**src/rtl/zero_iter_if.sv**
```systemverilog
// zero_iter_if: bundles the vector-in / index-out handshakes of zero_iter.
// The optional zcount signal exists only when ZERO_ITER_COUNT_EN is defined.
interface zero_iter_if #(
  parameter int N = 8,
  parameter int A = 3
);
  logic [N-1:0] seq;
  logic         in_valid;
  logic         in_ready;
  logic [A-1:0] addr;
  logic         out_valid;
  logic         out_ready;
  logic         out_last;
  logic         done;
`ifdef ZERO_ITER_COUNT_EN
  logic [A:0]   zcount;
`endif

  // Design side: consumes vectors, produces indices.
  modport slave (
    input  seq, in_valid, out_ready,
    output in_ready, addr, out_valid, out_last, done
`ifdef ZERO_ITER_COUNT_EN
    , output zcount
`endif
  );

  // Environment side: produces vectors, consumes indices.
  modport master (
    output seq, in_valid, out_ready,
    input  in_ready, addr, out_valid, out_last, done
`ifdef ZERO_ITER_COUNT_EN
    , input zcount
`endif
  );
endinterface

```
**src/rtl/zero_iter.sv**
```systemverilog
// zero_iter: accepts an N-bit vector and emits the index of every zero bit,
// lowest first, one per output handshake. out_last flags the final zero and
// done pulses once the vector is exhausted (or immediately for an all-ones
// vector).
// Optional feature macro: ZERO_ITER_COUNT_EN adds zcount, the number of zeros
// in the most recently accepted vector.
module zero_iter #(
  parameter int N = 8,
  parameter int A = 3
) (
  input  logic       clk,
  input  logic       rst,
  zero_iter_if.slave bus
);

  typedef enum logic {IDLE, SCAN} state_t;

  state_t       r_state;
  state_t       w_state_next;
  logic [N-1:0] r_mask;
  logic [N-1:0] w_mask_next;
  logic         r_done;
  logic         w_done_next;

  logic [N-1:0] w_zero;   // 1 where a zero is still pending
  logic [N-1:0] w_low;    // one-hot of the lowest pending zero
  logic [N-1:0] w_rest;   // pending zeros other than the lowest
  logic [A-1:0] w_addr;
  logic         w_last;
  logic         w_scan;

  assign w_scan = (r_state == SCAN);
  assign w_zero = ~r_mask;
  assign w_low  = w_zero & (~w_zero + N'(1));
  assign w_rest = w_zero & (w_zero - N'(1));
  // Exactly one zero left: some zero pending, none besides the lowest.
  assign w_last = w_scan && (w_zero != '0) && (w_rest == '0);

  // Priority encoder: lowest pending zero index; 0 when the mask is all ones.
  always_comb begin
    w_addr = '0;
    for (int i = N - 1; i >= 0; i--) begin
      if (w_zero[i]) w_addr = A'(i);
    end
  end

  // Next-state logic: accept in IDLE, retire one zero per beat in SCAN.
  always_comb begin
    w_state_next = r_state;
    w_mask_next  = r_mask;
    w_done_next  = 1'b0;
    case (r_state)
      IDLE: begin
        if (bus.in_valid) begin
          w_mask_next = bus.seq;
          if (&bus.seq) begin
            // Nothing to emit: finish straight away without leaving IDLE.
            w_done_next = 1'b1;
          end else begin
            w_state_next = SCAN;
          end
        end
      end
      SCAN: begin
        if (bus.out_ready) begin
          w_mask_next = r_mask | w_low;
          if (w_last) begin
            w_state_next = IDLE;
            w_done_next  = 1'b1;
          end
        end
      end
      default: begin
        w_state_next = IDLE;
      end
    endcase
  end

  // State, mask and done registers; reset discards any partial vector.
  always_ff @(posedge clk) begin
    if (rst) begin
      r_state <= IDLE;
      r_mask  <= '1;
      r_done  <= 1'b0;
    end else begin
      r_state <= w_state_next;
      r_mask  <= w_mask_next;
      r_done  <= w_done_next;
    end
  end

  assign bus.in_ready  = (r_state == IDLE);
  assign bus.out_valid = w_scan;
  assign bus.addr      = w_addr;
  assign bus.out_last  = w_last;
  assign bus.done      = r_done;

`ifdef ZERO_ITER_COUNT_EN
  localparam int CW = A + 1;

  logic [A:0] r_zcount;
  logic [A:0] w_seq_zeros;

  // Popcount of zeros in the incoming vector.
  always_comb begin
    w_seq_zeros = '0;
    for (int i = 0; i < N; i++) begin
      w_seq_zeros = w_seq_zeros + CW'(~bus.seq[i]);
    end
  end

  // Capture the zero count on every accepted vector.
  always_ff @(posedge clk) begin
    if (rst) begin
      r_zcount <= '0;
    end else if (bus.in_valid && (r_state == IDLE)) begin
      r_zcount <= w_seq_zeros;
    end
  end

  assign bus.zcount = r_zcount;
`endif

endmodule

```
**src/flat_wrapper.sv**
```systemverilog
// flat-port wrapper written by rule: the top's interface ports become plain ports
module zero_iter_flat 
#(
  parameter int N = 8,
  parameter int A = 3
)
  (clk, rst, bus_seq, bus_in_valid, bus_out_ready, bus_in_ready, bus_addr, bus_out_valid, bus_out_last, bus_done);
  zero_iter_if #(.N(N), .A(A)) bus_i ();
  input  logic clk;
  input  logic rst;
  input wire logic [$bits(bus_i.seq)-1:0] bus_seq;
  input wire logic [$bits(bus_i.in_valid)-1:0] bus_in_valid;
  input wire logic [$bits(bus_i.out_ready)-1:0] bus_out_ready;
  output wire logic [$bits(bus_i.in_ready)-1:0] bus_in_ready;
  output wire logic [$bits(bus_i.addr)-1:0] bus_addr;
  output wire logic [$bits(bus_i.out_valid)-1:0] bus_out_valid;
  output wire logic [$bits(bus_i.out_last)-1:0] bus_out_last;
  output wire logic [$bits(bus_i.done)-1:0] bus_done;
  assign bus_i.seq = bus_seq;
  assign bus_i.in_valid = bus_in_valid;
  assign bus_i.out_ready = bus_out_ready;
  assign bus_in_ready = bus_i.in_ready;
  assign bus_addr = bus_i.addr;
  assign bus_out_valid = bus_i.out_valid;
  assign bus_out_last = bus_i.out_last;
  assign bus_done = bus_i.done;
  zero_iter #(.N(N), .A(A)) u_core (.clk(clk), .rst(rst), .bus(bus_i));
endmodule
```
**config.mk**
```make
export PLATFORM = sky130hd
export DESIGN_NAME = zero_iter_flat
export DESIGN_NICKNAME = d
export VERILOG_FILES = /design/src/rtl/zero_iter_if.sv /design/src/rtl/zero_iter.sv /design/src/flat_wrapper.sv
export SDC_FILE = /design/constraint.sdc
export NUM_CORES = 1
export LEC_CHECK = 0
export BUFFER_PORTS_ARGS = -buffer_cell sky130_fd_sc_hd__buf_2
export CAP_MARGIN = 20
export CORE_MARGIN = 8
export CORE_UTILIZATION = 30
export DETAILED_ROUTE_END_ITERATION = 12
export PLACE_DENSITY_LB_ADDON = 0.08
export RECOVER_POWER = 100
export SYNTH_ARGS = -nofsm -noshare
export SYNTH_HDL_FRONTEND = slang
export SYNTH_SLANG_ARGS = --single-unit
```
**constraint.sdc**
```tcl
create_clock -name clk -period 4 [get_ports clk]
set_clock_uncertainty 0.15 [all_clocks]
set_input_delay 0.2 -clock clk [delete_from_list [all_inputs] [get_ports clk]]
set_output_delay 0.2 -clock clk [all_outputs]
set_load 0.01 [all_outputs]
```
==> results of run 1 <==
-- final cells by class --
type                    instances  area (um^2)
repair buffers                 18        81.33
multi-input cells              66        386.6
clock buffers                   3        22.52
inverters                       2        7.507
flip-flops and latches         10        200.2
fillers                       237         1230
well taps                      27        33.78
-- worst max path at each step --
stage	from	cells after the start	slack, ps	end
after global placement	u_core.r_mask[4]$_SDFFE_PP1P_	5	2230	bus_out_last
after floorplan	u_core.r_mask[3]$_SDFFE_PP1P_	4	2340	bus_out_last
final	u_core.r_mask[0]$_SDFFE_PP1P_	5	1860	bus_out_last
after CTS	u_core.r_mask[4]$_SDFFE_PP1P_	5	1920	bus_out_last
after detailed placement	u_core.r_mask[4]$_SDFFE_PP1P_	5	2220	bus_out_last
after global routing	u_core.r_mask[4]$_SDFFE_PP1P_	5	1730	bus_out_last
-- worst max-delay path: cells and delay by family (launching register included) --
kind / cells / cell delay [ps]
buffers and inverters: 1 / 170
muxes: 1 / 350
and+or+nand+nor: 3 / 540
DFF: 1 / 450
-- logic make-up after synthesis --
family          Yosys count  synth area share, %
compound gates           20                22.69
flops                    10                32.13
simple gates             45                38.55
mux                       1                1.807
buf+inv                   7                4.819
-- layer usage --
| metal | up-vias | share of wire, % |
|---|---|---|
| met3 | 4 | 5.3 |
| met1 | 295 | 50 |
| li1 | 342 | - |
| met4 | 0 | 1.7 |
| met2 | 13 | 43 |
| met5 | - | 0 |
-- per-stage QoR --
step / area (um^2) / hold WS, ps / power [mW] / cells / setup WS (ps)
finish: 732.0 / 5.376 / 0.2628 / 126 / 1863
global route: 732.0 / 23.69 / 0.2811 / 126 / 1727
CTS: 747.0 / 8.879 / 0.2674 / 126 / 1920
detailed placement: 724.4 / 290.7 / 0.1973 / 123 / 2220
global placement: 724.4 / 292.9 / 0.1969 / 123 / 2233
floorplan: 623.1 / 156.4 / 0.1714 / 83 / 2337
-- flip-flops by register name, indices dropped and copies added (netlist names) --
signal,flops
u_core.bus.out_valid,1
u_core.r_mask,8
u_core.bus.done,1
-- power groups by stage --
| stage | sequential, mW | combinational (mW) | clock (mW) |
|---|---|---|---|
| 2_1_floorplan | 0.117 | 0.0547 | 0 |
| 5_1_grt | 0.123 | 0.0802 | 0.0780 |
| 4_1_cts | 0.120 | 0.0747 | 0.0722 |
| 6_report | 0.120 | 0.0705 | 0.0720 |
| 3_5_place_dp | 0.123 | 0.0745 | 0 |
| 3_3_place_gp | 0.123 | 0.0742 | 0 |
-- cells in the final DEF (no fill, tap or decap) --
| master | Yosys | layout |
|---|---|---|
| a311o_1 | 1 | 1 |
| o21ai_0 | 2 | 2 |
| inv_1 | 2 | 2 |
| nand2_1 | 14 | 14 |
| nor2_1 | 9 | 9 |
| nor3_1 | 5 | 5 |
| mux2_1 | 1 | 1 |
| and2b_1 | 1 | 1 |
| o32a_1 | 1 | 1 |
| nand4_1 | 3 | 4 |
| buf_2 | 3 | 11 |
| a21oi_1 | 4 | 4 |
| nor2b_1 | 2 | 2 |
| nand3_1 | 1 | 1 |
| o22ai_1 | 1 | 1 |
| nand2b_1 | 1 | 1 |
| o21bai_1 | 3 | 3 |
| clkbuf_1 | 2 | 7 |
| nand4b_1 | 6 | 6 |
| a31oi_1 | 2 | 2 |
| a41oi_1 | 1 | 1 |
| a311oi_1 | 3 | 3 |
| clkbuf_4 | 0 | 3 |
| or2_2 | 1 | 1 |
| a21boi_0 | 2 | 2 |
| dfxtp_1 | 10 | 10 |
| nor3b_1 | 1 | 1 |
==> results.yml, run 1 <==
outcome:
  status: "finished, final reports clean"
die:
  start_util_pct: 31.76
  row_count: 16
  die_h_um: 61.58
  die_area_um2: 3791
  die_w_um: 61.58
  core_um2: 1962
  top_level_ports: 19
hold_path:
  hp-start: "bus_out_ready"
  hold_path.class: "in -> reg"
  hold_depth: 2
  min_to: "u_core.bus.out_valid$_SDFF_PP0_"
yosys:
  synthCells: 83
  synth_edf_count: 0
  synthTopCellsByArea: "dfxtp_1 32%, nand2_1 8.4%, nand4b_1 8.4%"
  synth_cell_types: 27
  synth_area_leader_cell: "dfxtp_1"
  synthesis.area_um2: 623.1
  ys_ff_latch: 10
  synth_most_common_cell: "nand2_1"
  synth_top_area_share_pct: 32.13
  synthArstFlopShare_pct: 0
  yosysWarningCount: 0
  ys_seq_area_share_pct: 32.13
  synth_common_cells: "14 x nand2_1, 10 x dfxtp_1, 9 x nor2_1"
  synth_fp_nets: 95
  avgSynthCellArea_um2: 7.507
  dominantRegCellSynth: "dfxtp_1"
power:
  switchingPower_uw: 90.34
  max-vdd-ir-drop_mv: 0.1761
  power_frac_clock_pct: 27.4
  pwr-share-comb_pct: 26.8
  p_leak_nw: 0.3103
  p_seq_share_pct: 45.8
  p_per_area_nw_per_um2: 359.0
  internal-power_uw: 172.4
  p_sw_share_pct: 34.38
global_route:
  grt_pass1_vias: 631
  grt_busiest_layer: "met2"
  use_met2_pct: 14.18
  grt_overflow_total: 0
  gr-usage-met1_pct: 12.66
  track_usage_pct: 9.819
  antenna_found_initial: 0
  grt_pass1_wl_um: 2766
  grt_util_met3_pct: 3.132
  grt_max_degree: 12
sta:
  tns_ps: 0
  setup_viol: 0
  grt_setup_unrepaired: "no"
  fin_crit_sh_pct: 53.43
  relSlewSlack_pct: 67.81
  tightest_slew_ps: 481.9
  fmax_mhz: 467.9
  fin_crit_ps: 2137
  slew_violations: 0
  hold_violations: 0
final_layout:
  layout-drive-gt1-share_pct: 15.15
  final_core_util_pct: 37.31
  areaGrowthSynthToFinish_pct: 17.47
  nets: 113
  diodes: 0
clock_tree:
  cts-root-buf: "clkbuf_4"
  clock_latency_ps: 270
  cts_tree: "done"
  cts_setup_buffers: 0
  clockBufferDepth: 2
  cts-hold-fix-buffers: 0
  cts.htree.levels: 1
  cts-resized-gates: 0
  cts_num_sinks: 10
  clk_pin_slew_ps: 70
  numCtsBuffers: 3
routing:
  num_vias: 654
  post_drt_wl_per_cell_um: 13.28
  drc: 0
  wl_um: 1673
  first_iter_violations: 17
  via_per_inst: 5.190
  drt_first_pass_iters: 4
  ant_nets: 0
worst_setup_path:
  reg2reg_depth: 5
  critical_path_class: "reg -> out"
  critical_path_arrival_ps: 1790
  path_max_fanout: 7
  rr_startpoint: "u_core.r_mask[0]$_SDFFE_PP1P_"
  crit_path_top_delay_cell: "dfxtp_1"
  slowest_delay_ps: 450
  path_cells: "nand4_1, mux2_1, nor3b_1, nor3_1, clkbuf_1"
  r2r-end: "u_core.bus.out_valid$_SDFF_PP0_"
  critPathCaptureType: "primary output"
  regToRegSetupSlack_ps: 2180
  required_ps: 3650
  start_kind: "flop"
placement:
  gp_congestion: 0.7242
  dpl.hpwl_um: 1310
  io_buffers: 18
job:
  maxCapViolCount: 0
Note: power is estimated with default switching activity, not from simulation.
==> inputs of run 2 (changes only) <==
- ABC_AREA: unset -> 1
- clock period: 4 -> 1.98 ns (I/O delays scaled with it)
==> results.yml, run 2 <==
outcome:
  status: "finished, final reports clean"
die:
  die_h_um: 61.80
  row_count: 16
  die_w_um: 61.80
  die_area_um2: 3819
  start_util_pct: 32.08
  top_level_ports: 19
  core_um2: 1962
worst_setup_path:
  slowest_delay_ps: 390
  rr_startpoint: "u_core.bus.out_valid$_SDFF_PP0_"
  path_max_fanout: 4
  critPathCaptureType: "primary output"
  critical_path_class: "reg -> out"
  cpLargestDelayFamily: "simple AND/OR/NAND/NOR gates"
  regToRegSetupSlack_ps: 390
  path_cells: "nand2_1, nor2_4, inv_2, nand2_2, nand2_1, nor4_2, buf_2"
  crit_top_cell: "nand2_1"
  critical_path_arrival_ps: 1540
  critical_path_buf_inv_count: 2
  crit_path_top_delay_cell: "dfxtp_1"
  start_kind: "flop"
  r2r-end: "u_core.r_mask[2]$_SDFFE_PP1P_"
  required_ps: 1730
  reg2reg_depth: 5
yosys:
  yosysWarningCount: 0
  synth_edf_count: 0
  synthTopCellsByArea: "dfxtp_1 32%, nand2_1 13%, inv_1 7.2%"
  synth_common_cells: "21 x nand2_1, 12 x inv_1, 12 x nor2_1"
  synthesis.area_um2: 629.4
  ys_seq_area_share_pct: 31.81
  synth_area_leader_cell: "dfxtp_1"
  dominantRegCellSynth: "dfxtp_1"
  avgSynthCellArea_um2: 6.556
  synth_cell_types: 20
  synthArstFlopShare_pct: 0
  synthCells: 96
  ys_ff_latch: 10
  synth_top_area_share_pct: 31.81
  synth_fp_nets: 108
  synth_most_common_cell: "nand2_1"
final_layout:
  final_cell_mix: "21 x nand2_1, 13 x inv_1, 13 x nor2_1, 13 x buf_2"
  nets: 135
  areaGrowthSynthToFinish_pct: 30.22
  finish.instance_area_um2: 819.5
  final_common_cell: "nand2_1"
  multiInputGateArea_um2: 361.6
  seq_area_um2: 203.9
  num-fill-cells: 226
  diodes: 0
  layout-drive-gt1-share_pct: 23.97
  regMostFlops: "u_core.r_mask"
  largest_register_ff_count: 8
clock_tree:
  cts_num_sinks: 10
  cts_tree: "done"
  cts-root-buf: "clkbuf_4"
  cts_setup_buffers: 0
  clockBufferDepth: 2
  numCtsBuffers: 3
  cts.htree.levels: 1
  clock_latency_ps: 260
  clk_pin_slew_ps: 70
sta:
  hold_violations: 0
  fin_crit_sh_pct: 90.47
  grt_setup_unrepaired: "no"
  setup_viol: 0
  relSlewSlack_pct: 77.16
  fmax_mhz: 558.2
  slew_violations: 0
  tightest_slew_ps: 342.2
  tns_ps: 0
  fin_crit_ps: 1791
  fin_hold_ws_ps: 19.02
global_route:
  grt_overflow_total: 0
  track_usage_pct: 11.26
  grt_pass1_vias: 729
  grt_pass1_wl_um: 3180
  grt_max_degree: 14
  antenna_found_initial: 0
hold_path:
  hold_path.class: "in -> reg"
  hold_depth: 3
  hp-start: "bus_seq[1]"
  min_to: "u_core.r_mask[1]$_SDFFE_PP1P_"
job:
  maxCapViolCount: 0
routing:
  via_per_inst: 4.851
  first_iter_violations: 28
  drc: 0
  wl_um: 1849
  post_drt_wl_per_cell_um: 12.49
  num_vias: 718
  ant_nets: 0
  drt_first_pass_iters: 4
placement:
  io_buffers: 18
  dpl.hpwl_um: 1468
  placed_area_um2: 749.5
  gp_congestion: 0.7564
power:
  p_leak_nw: 0.4076
  p_per_area_nw_per_um2: 733.1
  max-vdd-ir-drop_mv: 0.2745
==> run 2: changes by cell type after synthesis, sizes merged, moves of 3 or more <==
cell | before | now
o21ai | 2 | 7
nor3 | 5 | 0
o221ai | 0 | 4
nand2 | 14 | 23
a21oi | 4 | 8
nand4b | 6 | 0
inv | 2 | 15
o211ai | 0 | 5
o21bai | 3 | 0
nor2 | 9 | 15
a311oi | 3 | 0
==> run 2: cells by family (layout without fill, tap and decap cells) <==
family                 Yosys count  in the layout  synth area share (%)
buffers and inverters           17             42                 10.73
flip-flops                      10             10                 31.81
AO/OA/AOI/OAI                   25             25                 25.85
AND/OR/NAND/NOR                 44             44                 31.61
==> run 2: stage by stage <==
step	setup WS, ps	total power, mW	utilization [%]	std cells
after global placement	419.9	0.4592	38.20	140
after floorplan	506.0	0.3908	-	96
after CTS	145.2	0.6084	41.90	148
final	188.6	0.6008	41.77	148
after detailed placement	442.8	0.4584	38.20	140
after global routing	49.28	0.6606	41.77	148
==> run 2: worst reg2reg max path, cell delays in order (launching register included) <==
cell and delay (ps):
dfxtp_2 370, nor2_1 80, a21oi_1 280, inv_1 260, o21ai_0 160, o221ai_1 140
==> run 2: power by group <==
part / switching [mW] / internal (mW) / leakage (nW) / total [mW]
sequential: 0.0219 / 0.224 / 0.0827 / 0.245
combinational: 0.134 / 0.0809 / 0.311 / 0.215
clock: 0.0698 / 0.0702 / 0.0138 / 0.140
total: 0.226 / 0.375 / 0.408 / 0.601
==> run 2: worst max path at each step <==
stage                               startpoint                       endpoint  slack [ps]  depth (start not counted)
2_1_floorplan  u_core.bus.out_valid$_SDFF_PP0_                   bus_out_last         510                          6
3_3_place_gp   u_core.bus.out_valid$_SDFF_PP0_  u_core.r_mask[2]$_SDFFE_PP1P_         420                          5
3_5_place_dp   u_core.bus.out_valid$_SDFF_PP0_  u_core.r_mask[2]$_SDFFE_PP1P_         440                          5
4_1_cts        u_core.bus.out_valid$_SDFF_PP0_                   bus_out_last         150                          7
5_1_grt          u_core.r_mask[2]$_SDFFE_PP1P_                   bus_out_last          50                          7
6_report         u_core.r_mask[2]$_SDFFE_PP1P_                   bus_out_last         190                          7
==> run 2: cell type report <==
class	instances	share of cell area [%]
timing repair buffer	24	17.25
clock buffer	3	2.748
inverter	15	6.870
multi-input combinational	69	44.12
tap	27	4.122
sequential	10	24.89
==> run 2: repair_timing <==
action | in CTS | in global routing
endpoints found under the hold margin | 5 | 0
setup endpoints to repair | 0 | 1
resized for setup | 0 | 4
hold buffers | 5 | 0
==> run 2: routing by layer <==
layer | share of wire (%) | vias up | track usage [%]
met2 | 42 | 22 | 16.99
met4 | 1.7 | 0 | 4.870
met1 | 51 | 320 | 13.93
met3 | 5.7 | 5 | 4.115
met5 | 0 | - | 0
li1 | - | 371 | -
